===== src/rtl/obi_cache_master.sv =====
// obi_cache_master: serialises one {op,key,value} cache command into OBI
// write beats. The value is then either read back over OBI or taken from the
// op-word response data.
// Optional feature macro: OBI_CACHE_MASTER_READBACK_EN. When it is defined,
// the value words are read back after the writes and assembled into
// rsp_value. When it is undefined, the command completes straight after the
// op-word write, and rsp_value is that beat's rdata zero-extended.

package if_types_pkg;
  localparam int unsigned OBI_ADDR_W = 32;
  localparam int unsigned OBI_DATA_W = 32;
  localparam int unsigned OBI_ID_W   = 3;

  typedef struct packed {
    logic                    req;
    logic [OBI_ADDR_W-1:0]   addr;
    logic                    we;
    logic [OBI_DATA_W/8-1:0] be;
    logic [OBI_DATA_W-1:0]   wdata;
    logic [OBI_ID_W-1:0]     aid;
  } obi_req_t;

  typedef struct packed {
    logic                  gnt;
    logic                  rvalid;
    logic [OBI_DATA_W-1:0] rdata;
    logic [OBI_ID_W-1:0]   rid;
    logic                  err;
  } obi_rsp_t;
endpackage

module obi_cache_master
  import if_types_pkg::*;
#(
  parameter int unsigned ARCHITECTURE = 32,
  parameter int unsigned ID_WIDTH     = 3,
  parameter int unsigned VALUE_WIDTH  = 64,
  parameter int unsigned KEY_WIDTH    = 24,
  parameter int unsigned OP_WIDTH     = 8
) (
  input  logic                   clk,
  input  logic                   rst_n,
  input  logic                   cmd_valid,
  output logic                   cmd_ready,
  input  logic [OP_WIDTH-1:0]    cmd_op,
  input  logic [KEY_WIDTH-1:0]   cmd_key,
  input  logic [VALUE_WIDTH-1:0] cmd_value,
  output logic                   rsp_valid,
  output logic [VALUE_WIDTH-1:0] rsp_value,
  output logic                   rsp_err,
  output obi_req_t               obi_req,
  input  obi_rsp_t               obi_resp
);

  localparam int unsigned FRAME_W   = VALUE_WIDTH + KEY_WIDTH + OP_WIDTH;
  localparam int unsigned N_WR      = FRAME_W / ARCHITECTURE;
  localparam int unsigned N_RD      = VALUE_WIDTH / ARCHITECTURE;
  localparam int unsigned MAX_BEATS = (N_WR > N_RD) ? N_WR : N_RD;
  localparam int unsigned BEAT_W    = $clog2(MAX_BEATS + 1);

  typedef enum logic [2:0] {
    IDLE   = 3'd0,
    WR_REQ = 3'd1,
    WR_RSP = 3'd2,
    RD_REQ = 3'd3,
    RD_RSP = 3'd4,
    DONE   = 3'd5
  } state_e;

  state_e                   state_q, state_d;
  obi_req_t                 req_q, req_d;
  logic [FRAME_W-1:0]       frame_q, frame_d;
  logic [BEAT_W-1:0]        beat_q, beat_d;
  logic [ID_WIDTH-1:0]      aid_q, aid_d;
  logic                     err_q, err_d;
  logic [VALUE_WIDTH-1:0]   value_q, value_d;
  logic                     rsp_err_q, rsp_err_d;
  logic                     rsp_valid_q, rsp_valid_d;
  logic                     cmd_ready_q, cmd_ready_d;
  logic                     rsp_beat;
  logic                     beat_err;
  logic [ARCHITECTURE-1:0]  rdata_a;

  // Build one single-beat OBI request with all byte lanes enabled.
  function automatic obi_req_t make_req(input logic we,
                                        input logic [BEAT_W-1:0] idx,
                                        input logic [ARCHITECTURE-1:0] wdata,
                                        input logic [ID_WIDTH-1:0] aid);
    obi_req_t r;
    r       = '0;
    r.req   = 1'b1;
    r.addr  = OBI_ADDR_W'({idx, 2'b00});
    r.we    = we;
    r.be    = '1;
    r.wdata = OBI_DATA_W'(wdata);
    r.aid   = OBI_ID_W'(aid);
    return r;
  endfunction

  // Select frame word idx; the value occupies the low words and the op the top.
  function automatic logic [ARCHITECTURE-1:0] frame_word(input logic [FRAME_W-1:0] f,
                                                         input logic [BEAT_W-1:0] idx);
    return ARCHITECTURE'(f >> (32'(idx) * ARCHITECTURE));
  endfunction

  // Next-state, next-request and result bookkeeping.
  always_comb begin
    state_d     = state_q;
    req_d       = req_q;
    frame_d     = frame_q;
    beat_d      = beat_q;
    aid_d       = aid_q;
    err_d       = err_q;
    value_d     = value_q;
    rsp_err_d   = rsp_err_q;
    rsp_valid_d = 1'b0;
    cmd_ready_d = 1'b0;
    rsp_beat    = 1'b0;
    rdata_a     = ARCHITECTURE'(obi_resp.rdata);
    beat_err    = obi_resp.err | (ID_WIDTH'(obi_resp.rid) != ID_WIDTH'(req_q.aid));

    unique case (state_q)
      IDLE: begin
        if (cmd_valid && cmd_ready_q) begin
          frame_d   = {cmd_op, cmd_key, cmd_value};
          beat_d    = '0;
          value_d   = '0;
          rsp_err_d = 1'b0;
          err_d     = 1'b0;
          if (cmd_op == '0) begin
            err_d   = 1'b1;
            state_d = DONE;
          end else begin
            req_d   = make_req(1'b1, '0, frame_word({cmd_op, cmd_key, cmd_value}, '0), aid_q);
            aid_d   = aid_q + ID_WIDTH'(1);
            state_d = WR_REQ;
          end
        end
      end
      WR_REQ, RD_REQ: begin
        if (obi_resp.gnt) begin
          req_d.req = 1'b0;
          if (obi_resp.rvalid) begin
            rsp_beat = 1'b1;
          end else begin
            state_d = (state_q == WR_REQ) ? WR_RSP : RD_RSP;
          end
        end
      end
      WR_RSP, RD_RSP: begin
        if (obi_resp.rvalid) begin
          rsp_beat = 1'b1;
        end
      end
      DONE: begin
        state_d = IDLE;
      end
      default: begin
        state_d = IDLE;
        req_d   = '0;
      end
    endcase

    // A completed beat either issues the next beat or finishes the command.
    if (rsp_beat) begin
      err_d = err_q | beat_err;
      if (req_q.we) begin
        if (beat_q < BEAT_W'(N_WR - 1)) begin
          beat_d  = beat_q + BEAT_W'(1);
          req_d   = make_req(1'b1, beat_d, frame_word(frame_q, beat_d), aid_q);
          aid_d   = aid_q + ID_WIDTH'(1);
          state_d = WR_REQ;
        end else begin
`ifdef OBI_CACHE_MASTER_READBACK_EN
          beat_d  = '0;
          req_d   = make_req(1'b0, '0, '0, aid_q);
          aid_d   = aid_q + ID_WIDTH'(1);
          state_d = RD_REQ;
`else
          value_d = VALUE_WIDTH'(rdata_a);
          state_d = DONE;
`endif
        end
      end else begin
        value_d[32'(beat_q) * ARCHITECTURE +: ARCHITECTURE] = rdata_a;
        if (beat_q < BEAT_W'(N_RD - 1)) begin
          beat_d  = beat_q + BEAT_W'(1);
          req_d   = make_req(1'b0, beat_d, '0, aid_q);
          aid_d   = aid_q + ID_WIDTH'(1);
          state_d = RD_REQ;
        end else begin
          state_d = DONE;
        end
      end
    end

    if (state_d == DONE) begin
      rsp_err_d   = err_d;
      rsp_valid_d = 1'b1;
    end
    cmd_ready_d = (state_d == IDLE);
  end

  // State and registered outputs; reset abandons any transaction in flight.
  always_ff @(posedge clk or negedge rst_n) begin
    if (!rst_n) begin
      state_q     <= IDLE;
      req_q       <= '0;
      frame_q     <= '0;
      beat_q      <= '0;
      aid_q       <= '0;
      err_q       <= 1'b0;
      value_q     <= '0;
      rsp_err_q   <= 1'b0;
      rsp_valid_q <= 1'b0;
      cmd_ready_q <= 1'b1;
    end else begin
      state_q     <= state_d;
      req_q       <= req_d;
      frame_q     <= frame_d;
      beat_q      <= beat_d;
      aid_q       <= aid_d;
      err_q       <= err_d;
      value_q     <= value_d;
      rsp_err_q   <= rsp_err_d;
      rsp_valid_q <= rsp_valid_d;
      cmd_ready_q <= cmd_ready_d;
    end
  end

  assign obi_req   = req_q;
  assign cmd_ready = cmd_ready_q;
  assign rsp_valid = rsp_valid_q;
  assign rsp_value = value_q;
  assign rsp_err   = rsp_err_q;

endmodule


===== config.mk =====
export PLATFORM = sky130hd
export DESIGN_NAME = obi_cache_master
export DESIGN_NICKNAME = d
export VERILOG_FILES = /design/src/rtl/obi_cache_master.sv
export SDC_FILE = /design/constraint.sdc
export NUM_CORES = 1
export LEC_CHECK = 0
export BUFFER_PORTS_ARGS = -buffer_cell sky130_fd_sc_hd__buf_2
export CORE_ASPECT_RATIO = 1.1
export CORE_MARGIN = 4
export CORE_UTILIZATION = 25
export CTS_CLUSTER_DIAMETER = 50
export DETAILED_ROUTE_END_ITERATION = 12
export PLACE_DENSITY = 0.55
export REMOVE_ABC_BUFFERS = 1
export SKIP_LAST_GASP = 1
export SYNTH_ARGS = -nofsm -noshare
export SYNTH_HDL_FRONTEND = slang
export SYNTH_SLANG_ARGS = --single-unit

===== constraint.sdc =====
create_clock -name clk -period 3.9 [get_ports clk]
set_input_delay 0.585 -clock clk [delete_from_list [all_inputs] [get_ports clk]]
set_output_delay 0.585 -clock clk [all_outputs]
set_load 0.01 [all_outputs]

# Word-level counts from Yosys, hierarchy flattened
# Index checks and enable logic that the tools add are counted.
# word_totals
regBits,245
output_inout_bits,140
# op_classes
n_addsub,3
magnitude_cmp,2
n_eq_ne,7
shift,3
n_mux,49
n_bitwise,2
reduce_logical,12
# op_table
cell,n
73-bit 2-to-1 mux,6
64-bit 2-to-1 mux,5
72-bit one-hot mux with 2 select lines,1
96-bit by 7-bit >> shifter with 32-bit output,1
64-bit bitwise mux,1
32-bit by 34-bit variable shift with 64-bit output (first input constant),1
32-bit by 34-bit variable part select with 64-bit output,1
3-bit 2-to-1 mux,16
7-bit negation with 34-bit output,1
2-bit 2-to-1 mux,6
1-bit 2-to-1 mux,11
3-bit equality test (second input constant),3
3-bit one-hot mux with 3 select lines,1
8-bit logical NOT,1
3-bit by 2-bit equality test with 1-bit output (second input constant),2
3-bit logical NOT,2
5-bit OR reduction,1
2-bit AND reduction,2
2-bit nonzero test,2
2-bit OR reduction,2
3-bit by 1-bit adder with 3-bit output (second input constant),1
3-bit by 1-bit equality test with 1-bit output (second input constant),1
3-bit inequality test,1
1-bit one-hot mux with 3 select lines,1
other kinds (7),8

# Logic depth before layout (Yosys ltp)
# depth
word_depth,9
depth_mapped,10

# Least setup slack after synthesis
# OpenSTA, ideal clock, no wires.
# synth_timing
kind,flip-flop to flip-flop
from,register beat_q[0]
to,register value_q[10] (netlist: rsp_value[10])
setup_time_ps,65
t_arrival_ps,2678
slack_ps,1157
stages_incl_launch_ff,10
n_path_buf,4
period_less_slack_ps,2743
cell_sequence,dfrtp_1 buf_2 buf_1 inv_1 ha_1 clkbuf_1 or4_1 a21oi_1 buf_2 a22o_1
# synth_via
elab_chain_len,5
word_cells_on_any_way,8
# synth_rtl
item,line_no,source
start: declaration,73,"logic [BEAT_W-1:0] beat_q, beat_d;"
start signal: assignment,221,beat_q <= beat_d;
7-bit negation with 34-bit output,185,value_d[32'(beat_q) * ARCHITECTURE +: ARCHITECTURE] = rdata_a;
32-bit by 34-bit variable part select with 64-bit output / 32-bit by 34-bit variable shift with 64-bit output (equally long branches),185,
64-bit bitwise mux,185,
64-bit 2-to-1 mux *,167,if (req_q.we) begin
64-bit 2-to-1 mux *,165,if (rsp_beat) begin
via value_d[10],76,"logic [VALUE_WIDTH-1:0] value_q, value_d;"
end signal: assignment,224,value_q <= value_d;
end: declaration,76,
# Mark *: on every way through the listed nets, which the timed path passes. The rest lies on a longest branch.
# A chain may end at the register's enable or synchronous reset.

==> results.md <==
- Clk slew on worst S/H paths: 0.06 ns
- Power share of the clock group: 30.8%
- Yosys warning total: 0
- Postcts setup bufs: 0
- Vias per cell: 4.59
- Routed Antenna Nets: 0
- Ys flop type: dfrtp_1
- Finished Cell Area: around 0.013 mm2
- Synthesized flop and latch total: 245
- CP startpoint kind: flop
- Die H: around 220 um
- Final worst path period share: about 65%
- Setup Viol. Count Final: 0
- PwrDens: approximately 810 mW/mm2
- Max cap viols: 0
- Hold crit path type: in -> async
- Iter 0 DRT Violations: 308
- Max layer used: met5
- Global-route wire length before repair: around 50 mm
- Fill cell total of the finished layout: 4179
- Yosys cell types: 51
- Via count of the first global-routing pass: approximately 8500
- All-Layer GR Usage: 14.0%
- Clock Sinks: roughly 250
- Initial Util: 25.4%
- Rel. slew slack: between 20 and 30%
- Maximum vdd drop: about 330 uV
- Crit. End Element: flop
- Worst Path Required: 4.31 ns
- Syn_area_per_cell: a little over 10 um2
- Psw: a little under 4 mW
- CTS root buffer: clkbuf_16
- Mapped Cells: between 900 and 1000
- Routed wl met3: 2.06 mm
- GPL Wtd Cong: 0.766
- Critical path peak fanout: 66
- EDFF count, synth: 0
- Arrival @ worst endpoint: between 2 and 3 ns
- Placed Area: ~0.012 mm2
- Hold_buf cts: 0
- CTS tree: built
- Final net count: around 1400
- Async SR Flop Fraction: 100%
- CORE AREA: just over 0.04 mm2
- Chip Width: around 200 um
- Vias: between 8000 and 9000
- Met2 wire len: about 14 mm
- Wire length per cell: 17.8 um
- Residual DRC: 0
- Power Internal: 6.89 mW
- Layout cells sized above 1: 30.8%
- Final min period: approximately 2.5 ns
- Leakage power: 7.04 nW
- Clk_skew: between 0.015 and 0.02 ns
- Sequential power share: 36.4%
- Post-synthesis sequential area ratio: 59.6%
- Row count: 77
- H-tree depth: 2
- Initial antenna violation count: 3
- Max Slew Vio Count: 0
- Die area: ~0.044 mm2
- Grt ovf: 0
- Largest net degree at the start of global routing: between 100 and 150
- RSZ-0062 raised after global routing: no
- Logic gate share of total power: 32.8%
- Reg2reg path depth: 6
- Hpwl dp: about 21 mm
- Wire length on met1: between 10 and 15 mm
- Resize count post-CTS: 0
- Power, Total: around 11 mW
- Input/output buffers: roughly 280
- Inserted Clock Buffers: 36
- Io pins: around 280
- Clk buf depth: 3
- Multi-input gate area: roughly 0.0038 mm2
- Status: complete, no violations
- Worst setup path class: reg -> reg
- Fin. Hold Viols: 0
- Sw Ratio: 36.4%
- Worst-Margin Slew: 1.08 ns
- Layout area overhead: 30.3%
- Mapped cell area: roughly 0.01 mm2
- Final WL: approximately 32 mm
- Layout Utilization: about a third
- Latest clock arrival within the worst-skew pair: about 0.54 ns
- Detailed Routing Iterations Pass 1: 5
- FF+latch area: 0.00613 mm2
- FMAX: around 400 MHz
-- power groups by stage --
stage	logic [mW]	registers, mW	clock network [mW]
after floorplan	1.98	4.10	0
after global placement	3.55	3.96	0
after detailed placement	3.61	3.98	0
after CTS	3.63	3.94	3.47
after global routing	3.97	4.06	3.56
final	3.55	3.94	3.34
-- layout make-up --
| class | instances | area share (%) |
|---|---|---|
| Antenna cell | 1 | 0.0186 |
| Clock buffer | 48 | 7.73 |
| Clock inverter | 15 | 1.49 |
| Inverter | 6 | 0.168 |
| Multi-Input combinational cell | 673 | 28.6 |
| Sequential cell | 245 | 45.7 |
| Tap cell | 513 | 4.78 |
| Timing Repair Buffer | 293 | 11.5 |
-- stage by stage --
step                setup TNS, ns  std cells  setup WS, ns  hold slack [ns]
global route                    0       1793          1.12            0.164
detailed placement              0       1730          1.10            0.461
floorplan                  -42.02        924        -0.663            0.289
finish                          0       1794          1.37            0.122
global placement                0       1730          1.21            0.457
CTS                             0       1793          1.33            0.121
-- cells in the mapped netlist (5+ instances only) --
library cell / number / share of area [%]
clkbuf_1: 22 / 0.80
a32o_1: 14 / 1.4
buf_2: 29 / 1.4
nand2b_1: 5 / 0.30
inv_1: 6 / 0.22
a22o_1: 67 / 5.7
mux2i_1: 33 / 3.2
dfrtp_1: 244 / 59
buf_4: 5 / 0.36
nor2_1: 46 / 1.7
a21oi_1: 51 / 2.5
o211ai_2: 17 / 2.1
and2_1: 32 / 1.9
a211oi_1: 5 / 0.36
nand2_1: 339 / 12
o22ai_1: 13 / 0.79
buf_1: 6 / 0.22
buf_6: 5 / 0.55
-- path summary, 6_finish.rpt --
path                              from           to  slack (ns)
setup / recovery            state_q[2]  obi_req[14]        1.37
hold / removal                   rst_n  obi_req[30]        0.12
setup reg to reg            state_q[2]  obi_req[14]        1.37
hold reg to reg             frame_q[2]   frame_q[2]        0.47
max in group asynchronous        rst_n    cmd_ready        2.86
min in group clk           cmd_key[21]  frame_q[85]        0.24
-- state kept, by name (all words and copies together), names as in the netlist --
register and cells:
rsp_valid 1, beat_q 2, state_q 3, cmd_ready 1
rsp_err 1, err_q 1, obi_req 73, aid_q 3
frame_q 96, rsp_value 64
-- worst max-delay path: stages, from the launching register on --
cell and delay [ns]:
dfrtp_1 0.52, nand4bb_1 0.44, nor2_4 0.31, buf_4 0.61, a32o_1 0.28, a21oi_1 0.04, o22ai_1 0.14
-- per-layer routing --
layer  track usage, %  up-vias
met5                0        -
met4             5.56        2
met3             4.17       68
met2             21.7      264
met1             18.3     4014
li1                 -     3886
-- layout by cell type (no fill, tap or decap), drive strengths merged, types with 5 or more instances in the layout --
cell type	Yosys	layout
nand2b	5	5
buf	45	293
o22ai	14	14
a21oi	51	51
inv	6	14
nand2	339	339
dfrtp	244	244
mux2i	33	33
a32o	14	14
nor2	47	47
clkbuf	22	48
and2	33	33
o211ai	19	19
a211oi	7	7
a22o	67	67
-- cells by family after synthesis --
kind of cell    count (synthesis)  synth area share (%)
fa+ha+maj                       4                 0.486
buf+inv                        73                  3.56
mux                            36                  3.54
simple gates                  442                  17.9
xor+xnor                        6                 0.510
flops                         245                  59.6
compound gates                185                  14.4
No activity file was read; power rests on OpenSTA's default activity.
